$ cat config.mk
export PLATFORM = sky130hd
export DESIGN_NAME = io_interval_timer_flat
export DESIGN_NICKNAME = d
export VERILOG_FILES = /design/src/rtl/io_interval_timer_if.sv /design/src/rtl/io_interval_timer.sv /design/src/flat_wrapper.sv
export SDC_FILE = /design/constraint.sdc
export NUM_CORES = 1
export LEC_CHECK = 0
export ABC_CLOCK_PERIOD_IN_PS = 3900
export CAP_MARGIN = 30
export CORE_ASPECT_RATIO = 1.25
export CORE_MARGIN = 3
export CORE_UTILIZATION = 56
export DETAILED_ROUTE_END_ITERATION = 8
export GPL_TIMING_DRIVEN = 0
export PLACE_DENSITY = 0.8
export REMOVE_ABC_BUFFERS = 1
export SETUP_SLACK_MARGIN = 0.2
export SYNTH_ARGS = -nofsm -noshare
export SYNTH_HDL_FRONTEND = slang
export SYNTH_SLANG_ARGS = --single-unit
$ cat constraint.sdc
create_clock -name IO_Clock -period 3.9 [get_ports IO_Clock]
set_clock_uncertainty 0.05 [all_clocks]
set_input_delay 0.39 -clock IO_Clock [delete_from_list [all_inputs] [get_ports IO_Clock]]
set_output_delay 0.39 -clock IO_Clock [all_outputs]
set_load 0.05 [all_outputs]
$ cat src/rtl/io_interval_timer_if.sv
// Register-decoder bus and interrupt handshake for the IO interval timer.
// The bench or decoder side uses master; the timer uses slave.
interface io_interval_timer_if;
  logic        BlockSelect;
  logic [3:0]  RegAddress;
  logic        WrEn;
  logic        RdEn;
  logic [31:0] WrData;
  logic [31:0] RdData;
  logic        IntReq;
  logic        IntAck;

  modport master (
    output BlockSelect, RegAddress, WrEn, RdEn, WrData, IntAck,
    input  RdData, IntReq
  );

  modport slave (
    input  BlockSelect, RegAddress, WrEn, RdEn, WrData, IntAck,
    output RdData, IntReq
  );
endinterface

$ cat src/rtl/io_interval_timer.sv
// Programmable down-counting interval timer behind the KabIO register decoder.
// It expires one tick after COUNT reaches 0 and raises a level IRQ while EXP & IE.
module io_interval_timer #(
  parameter int unsigned PRESC_W = 8,
  parameter int unsigned CNT_W   = 32
) (
  input logic              IO_Clock,
  input logic              IO_Reset,
  io_interval_timer_if.slave bus
);

  typedef enum logic [3:0] {
    REG_CTRL  = 4'd0,
    REG_LOAD  = 4'd1,
    REG_COUNT = 4'd2,
    REG_STAT  = 4'd3,
    REG_PRESC = 4'd4
  } reg_addr_e;

  logic               en_q, en_d;
  logic               auto_q, auto_d;
  logic               ie_q, ie_d;
  logic               exp_q, exp_d;
  logic [CNT_W-1:0]   load_q, load_d;
  logic [CNT_W-1:0]   count_q, count_d;
  logic [PRESC_W-1:0] presc_q, presc_d;
  logic [PRESC_W-1:0] pcnt_q, pcnt_d;
  logic [31:0]        rdata_q, rdata_d;

  logic wr_acc, rd_acc;
  logic wr_ctrl, wr_load, wr_stat, wr_presc;
  logic tick, expire;

  always_comb begin
    wr_acc   = bus.BlockSelect & bus.WrEn;
    rd_acc   = bus.BlockSelect & bus.RdEn;
    wr_ctrl  = wr_acc && (bus.RegAddress == REG_CTRL);
    wr_load  = wr_acc && (bus.RegAddress == REG_LOAD);
    wr_stat  = wr_acc && (bus.RegAddress == REG_STAT);
    wr_presc = wr_acc && (bus.RegAddress == REG_PRESC);
    tick     = en_q && (pcnt_q == presc_q);
    // A LOAD write in the same cycle swallows the tick entirely.
    expire   = tick && !wr_load && (count_q == '0);

    en_d    = en_q;
    auto_d  = auto_q;
    ie_d    = ie_q;
    exp_d   = exp_q;
    load_d  = load_q;
    count_d = count_q;
    presc_d = presc_q;
    rdata_d = rdata_q;

    if (!en_q || tick) pcnt_d = '0;
    else               pcnt_d = pcnt_q + PRESC_W'(1);

    if (tick && !wr_load) begin
      if (count_q != '0)  count_d = count_q - CNT_W'(1);
      else if (auto_q)    count_d = load_q;
      else                en_d    = 1'b0;
    end

    // CTRL write is applied after the one-shot disable so it takes precedence.
    if (wr_ctrl) begin
      en_d   = bus.WrData[0];
      auto_d = bus.WrData[1];
      ie_d   = bus.WrData[2];
      if (!en_q && bus.WrData[0]) pcnt_d = '0;
    end

    if (wr_load) begin
      load_d  = bus.WrData[CNT_W-1:0];
      count_d = bus.WrData[CNT_W-1:0];
      pcnt_d  = '0;
    end

    if (wr_presc) presc_d = bus.WrData[PRESC_W-1:0];

    if (bus.IntAck || (wr_stat && bus.WrData[0])) exp_d = 1'b0;
    if (expire) exp_d = 1'b1;

    if (rd_acc) begin
      case (bus.RegAddress)
        REG_CTRL:  rdata_d = {29'd0, ie_q, auto_q, en_q};
        REG_LOAD:  rdata_d = 32'(load_q);
        REG_COUNT: rdata_d = 32'(count_q);
        REG_STAT:  rdata_d = {31'd0, exp_q};
        REG_PRESC: rdata_d = 32'(presc_q);
        default:   rdata_d = '0;
      endcase
    end
  end

  always_ff @(posedge IO_Clock or negedge IO_Reset) begin
    if (!IO_Reset) begin
      en_q    <= 1'b0;
      auto_q  <= 1'b0;
      ie_q    <= 1'b0;
      exp_q   <= 1'b0;
      load_q  <= '0;
      count_q <= '0;
      presc_q <= '0;
      pcnt_q  <= '0;
      rdata_q <= '0;
    end else begin
      en_q    <= en_d;
      auto_q  <= auto_d;
      ie_q    <= ie_d;
      exp_q   <= exp_d;
      load_q  <= load_d;
      count_q <= count_d;
      presc_q <= presc_d;
      pcnt_q  <= pcnt_d;
      rdata_q <= rdata_d;
    end
  end

  assign bus.RdData = rdata_q;
  assign bus.IntReq = exp_q & ie_q;

endmodule

$ cat src/flat_wrapper.sv
// flat-port wrapper written by rule: the top's interface ports become plain ports
module io_interval_timer_flat 
#(
  parameter int unsigned PRESC_W = 8,
  parameter int unsigned CNT_W   = 32
)
  (IO_Clock, IO_Reset, bus_BlockSelect, bus_RegAddress, bus_WrEn, bus_RdEn, bus_WrData, bus_IntAck, bus_RdData, bus_IntReq);
  io_interval_timer_if bus_i ();
  input logic IO_Clock;
  input logic IO_Reset;
  input wire logic [$bits(bus_i.BlockSelect)-1:0] bus_BlockSelect;
  input wire logic [$bits(bus_i.RegAddress)-1:0] bus_RegAddress;
  input wire logic [$bits(bus_i.WrEn)-1:0] bus_WrEn;
  input wire logic [$bits(bus_i.RdEn)-1:0] bus_RdEn;
  input wire logic [$bits(bus_i.WrData)-1:0] bus_WrData;
  input wire logic [$bits(bus_i.IntAck)-1:0] bus_IntAck;
  output wire logic [$bits(bus_i.RdData)-1:0] bus_RdData;
  output wire logic [$bits(bus_i.IntReq)-1:0] bus_IntReq;
  assign bus_i.BlockSelect = bus_BlockSelect;
  assign bus_i.RegAddress = bus_RegAddress;
  assign bus_i.WrEn = bus_WrEn;
  assign bus_i.RdEn = bus_RdEn;
  assign bus_i.WrData = bus_WrData;
  assign bus_i.IntAck = bus_IntAck;
  assign bus_RdData = bus_i.RdData;
  assign bus_IntReq = bus_i.IntReq;
  io_interval_timer #(.PRESC_W(PRESC_W), .CNT_W(CNT_W)) u_core (.IO_Clock(IO_Clock), .IO_Reset(IO_Reset), .bus(bus_i));
endmodule
==> run metrics <==
crit share post-route=85.9%; antenna fix cells=0; Net count, final=788; Clk pwr share=40.3%; P_int=3.01 mW; Setup Viol. Count Final=0; sw frac=30.2%; Worst-Skew Late Latency=0.42 ns; post-CTS setup repair buffer count=0; cell with the most instances after synthesis=nand2_1; final instance area=7660 um^2; Mapped Cells=688; area leader, netlist=dfrtp_1; Via density=6.48; layout cells sized above 1=9.79%; HP Start=u_core.bus.RdData[13]; Hold Path Depth=2; H-tree levels=4; pin count of the biggest net entering global routing=67; Clock Sinks=116; WP buf/inv=0; Post-DRT Antenna Nets=0; status=finished with violations; Setup CP Type=flip-flop to flip-flop; most common flop cell mapped by yosys=dfrtp_1; clock-pin slew on the worst setup and hold paths=0.05 ns; Yosys top cell area share=47.5%; pre-CTS setup slack=0.0322 ns; Die ar.=12200 um^2; Routed WL=17700 um; count of pins over their slew limit=0; Yosys reg bits=116; Async SR Flop Fraction=100%; post-synthesis cell type count=59; WL/cell=20.0 um; P_sw=1.30 mW; synthesized area=6120 um^2; DR DRC count=1; crit-path cells=nor4_2, nand4b_1, or4_4, o21ai_2, a22oi_1, o21ai_1; Fmax=0.298 GHz; Synth area leaders=dfrtp_1, nand2_1, o21ai_0; Layout area overhead=25.3%; Largest delay share family, worst path=simple AND/OR/NAND/NOR gates; failing checks=design-rule violations; synth warn=0; Synth top cells by count=nand2_1, dfrtp_1, o21ai_0, nor2_1, clkbuf_1; gr ovfl total=0; Worst Setup End Kind=flip-flop; Core Rows=42; Max Cap Viol=0; pwr dens=563 nW/um^2; Max FO, Critical Path=21; average size of a mapped cell=8.89 um^2; die height=123 um; R2R depth=6; Port-buffer cells=74; Lkg Pwr=3.16 nW; relative slew slack=31.8%; met2 WL=9090 um; Num CTS Buffers=17; Initial Util=57.6%; Worst R2R End=u_core.count_q[1]; CTS tree=done; combinational fraction of design power=18.6%; post-route insts no fill=888; Reg-to-Reg Start=u_core.count_q[6]; Worst Hold End=u_core.bus.RdData[13]; vias in the first global route=5899; Tmin final=3.35 ns; placed cells=854; R2R setup slack=0.55 ns; via count=5754; sequential power share=41.1%; M1 WL=6700 um; Final HPWL DP=11400 um; final hold violation count=0; WP data arrival=3.64 ns; Hold Path Class=flip-flop to flip-flop; top sig layer=met4; slowest stage delay, CP=0.85 ns; Hold Slack=0.425 ns; Initial DRC Count=615; RSZ-0062 raised after global routing=no; GRT Total Usage=30.3%; Placer Congestion=0.876; DIE WIDTH=99.5 um; Startpoint Class=flip-flop; core footprint=10600 um^2; initial antenna violation count=0; VDD IR-drop max=0.345 mV; num ports=75; Tightest Pin Transition=1.02 ns; met3 routed WL=1260 um; Cell Area, Placed=6970 um^2; CTS max path bufs=2; EDFF count, synth=0; final worst slack=0.549 ns; first-pass GRT wire length=29200 um; clk root buf=clkbuf_16; drt pass-1 iters=8; Overall Power=4.31 mW; cell with the largest stage delay on the worst path=or4_4; sequential share of the synthesized area=47.5%; data required time of the worst path=4.19 ns
==> cell families after synthesis <==
kind of cell / Yosys count / share of synthesized area [%]
AND/OR/NAND/NOR: 291 / 22.3
AO/OA/AOI/OAI: 179 / 19.2
flip-flops: 116 / 47.5
buffers and inverters: 58 / 4.07
XOR/XNOR: 28 / 4.01
multiplexers: 13 / 2.35
adder cells (fa/ha/maj): 3 / 0.614
==> power groups by stage <==
stage | clock [mW] | combinational [mW] | sequential [mW]
finish | 1.74 | 0.803 | 1.77
floorplan | 0 | 0.540 | 1.70
global route | 1.81 | 0.887 | 1.80
global placement | 0 | 0.732 | 1.74
CTS | 1.75 | 0.799 | 1.75
detailed placement | 0 | 0.779 | 1.76
==> area by class of cell <==
| cell class | count | area, um^2 |
|---|---|---|
| repair buffers | 85 | 891 |
| inverters | 9 | 33.8 |
| multi-input cells | 514 | 3010 |
| clock buffers | 23 | 488 |
| flip-flops and latches | 116 | 2900 |
| clock inverters | 9 | 173 |
| fillers | 776 | 2950 |
| well taps | 132 | 165 |
==> worst register-to-register path, delay by kind of cell, from the launching register on <==
kind            cells  cell delay [ns]
flops               1             0.46
simple gates        3             1.86
compound gates      3             0.90
==> cell usage in the layout (no fill, tap or decap), drive strengths merged, types with 14 or more instances in the layout <==
| master | netlist | routed |
|---|---|---|
| dfrtp | 116 | 116 |
| a22oi | 28 | 28 |
| a21oi | 26 | 26 |
| xnor2 | 19 | 19 |
| nor2 | 46 | 46 |
| clkdlybuf4s50 | 0 | 73 |
| nand2 | 156 | 156 |
| o21ai | 58 | 58 |
| clkbuf | 38 | 24 |
| nand3 | 14 | 14 |
| nor3 | 18 | 18 |
==> state kept, by name, indices dropped and copies added (netlist names) <==
register           flops
u_core.presc_q         8
u_core.auto_q          1
u_core.ie_q            1
u_core.exp_q           1
u_core.count_q        32
u_core.pcnt_q          8
u_core.bus.RdData     32
u_core.en_q            1
u_core.load_q         32
==> per-layer routing <==
metal	global-route usage, %	vias to the layer above
met3	5.86	60
met4	15.1	0
met2	52.4	310
met1	36.1	2794
li1	-	2590
met5	0	-
==> through the flow <==
step	TNS (ns)	util, %
floorplan	-128.29	-
global placement	-787.42	64.1
detailed placement	0	65.7
CTS	0	72.1
global route	0	72.2
finish	0	72.2
==> repair_timing <==
action / in CTS / in global routing
endpoints found under the hold margin: 50 / 0
endpoints found under the setup margin: 10 / 10
hold buffers: 1 / 0
pin swaps: 0 / 0
gates resized for setup: 1 / 1
==> worst max path at each step <==
stage / from / endpoint / slack, ns / depth (start not counted)
2_1_floorplan: bus_RegAddress[2] / u_core.count_q[0] / -2.60 / 5
3_3_place_gp: bus_RegAddress[0] / u_core.count_q[0] / -7.73 / 6
3_5_place_dp: u_core.count_q[5] / u_core.count_q[1] / 0.03 / 6
4_1_cts: u_core.count_q[6] / u_core.count_q[1] / 0.36 / 6
5_1_grt: u_core.count_q[6] / u_core.count_q[1] / 0.40 / 6
6_report: u_core.count_q[6] / u_core.count_q[1] / 0.55 / 6
Power figures use the tool's default switching activity.
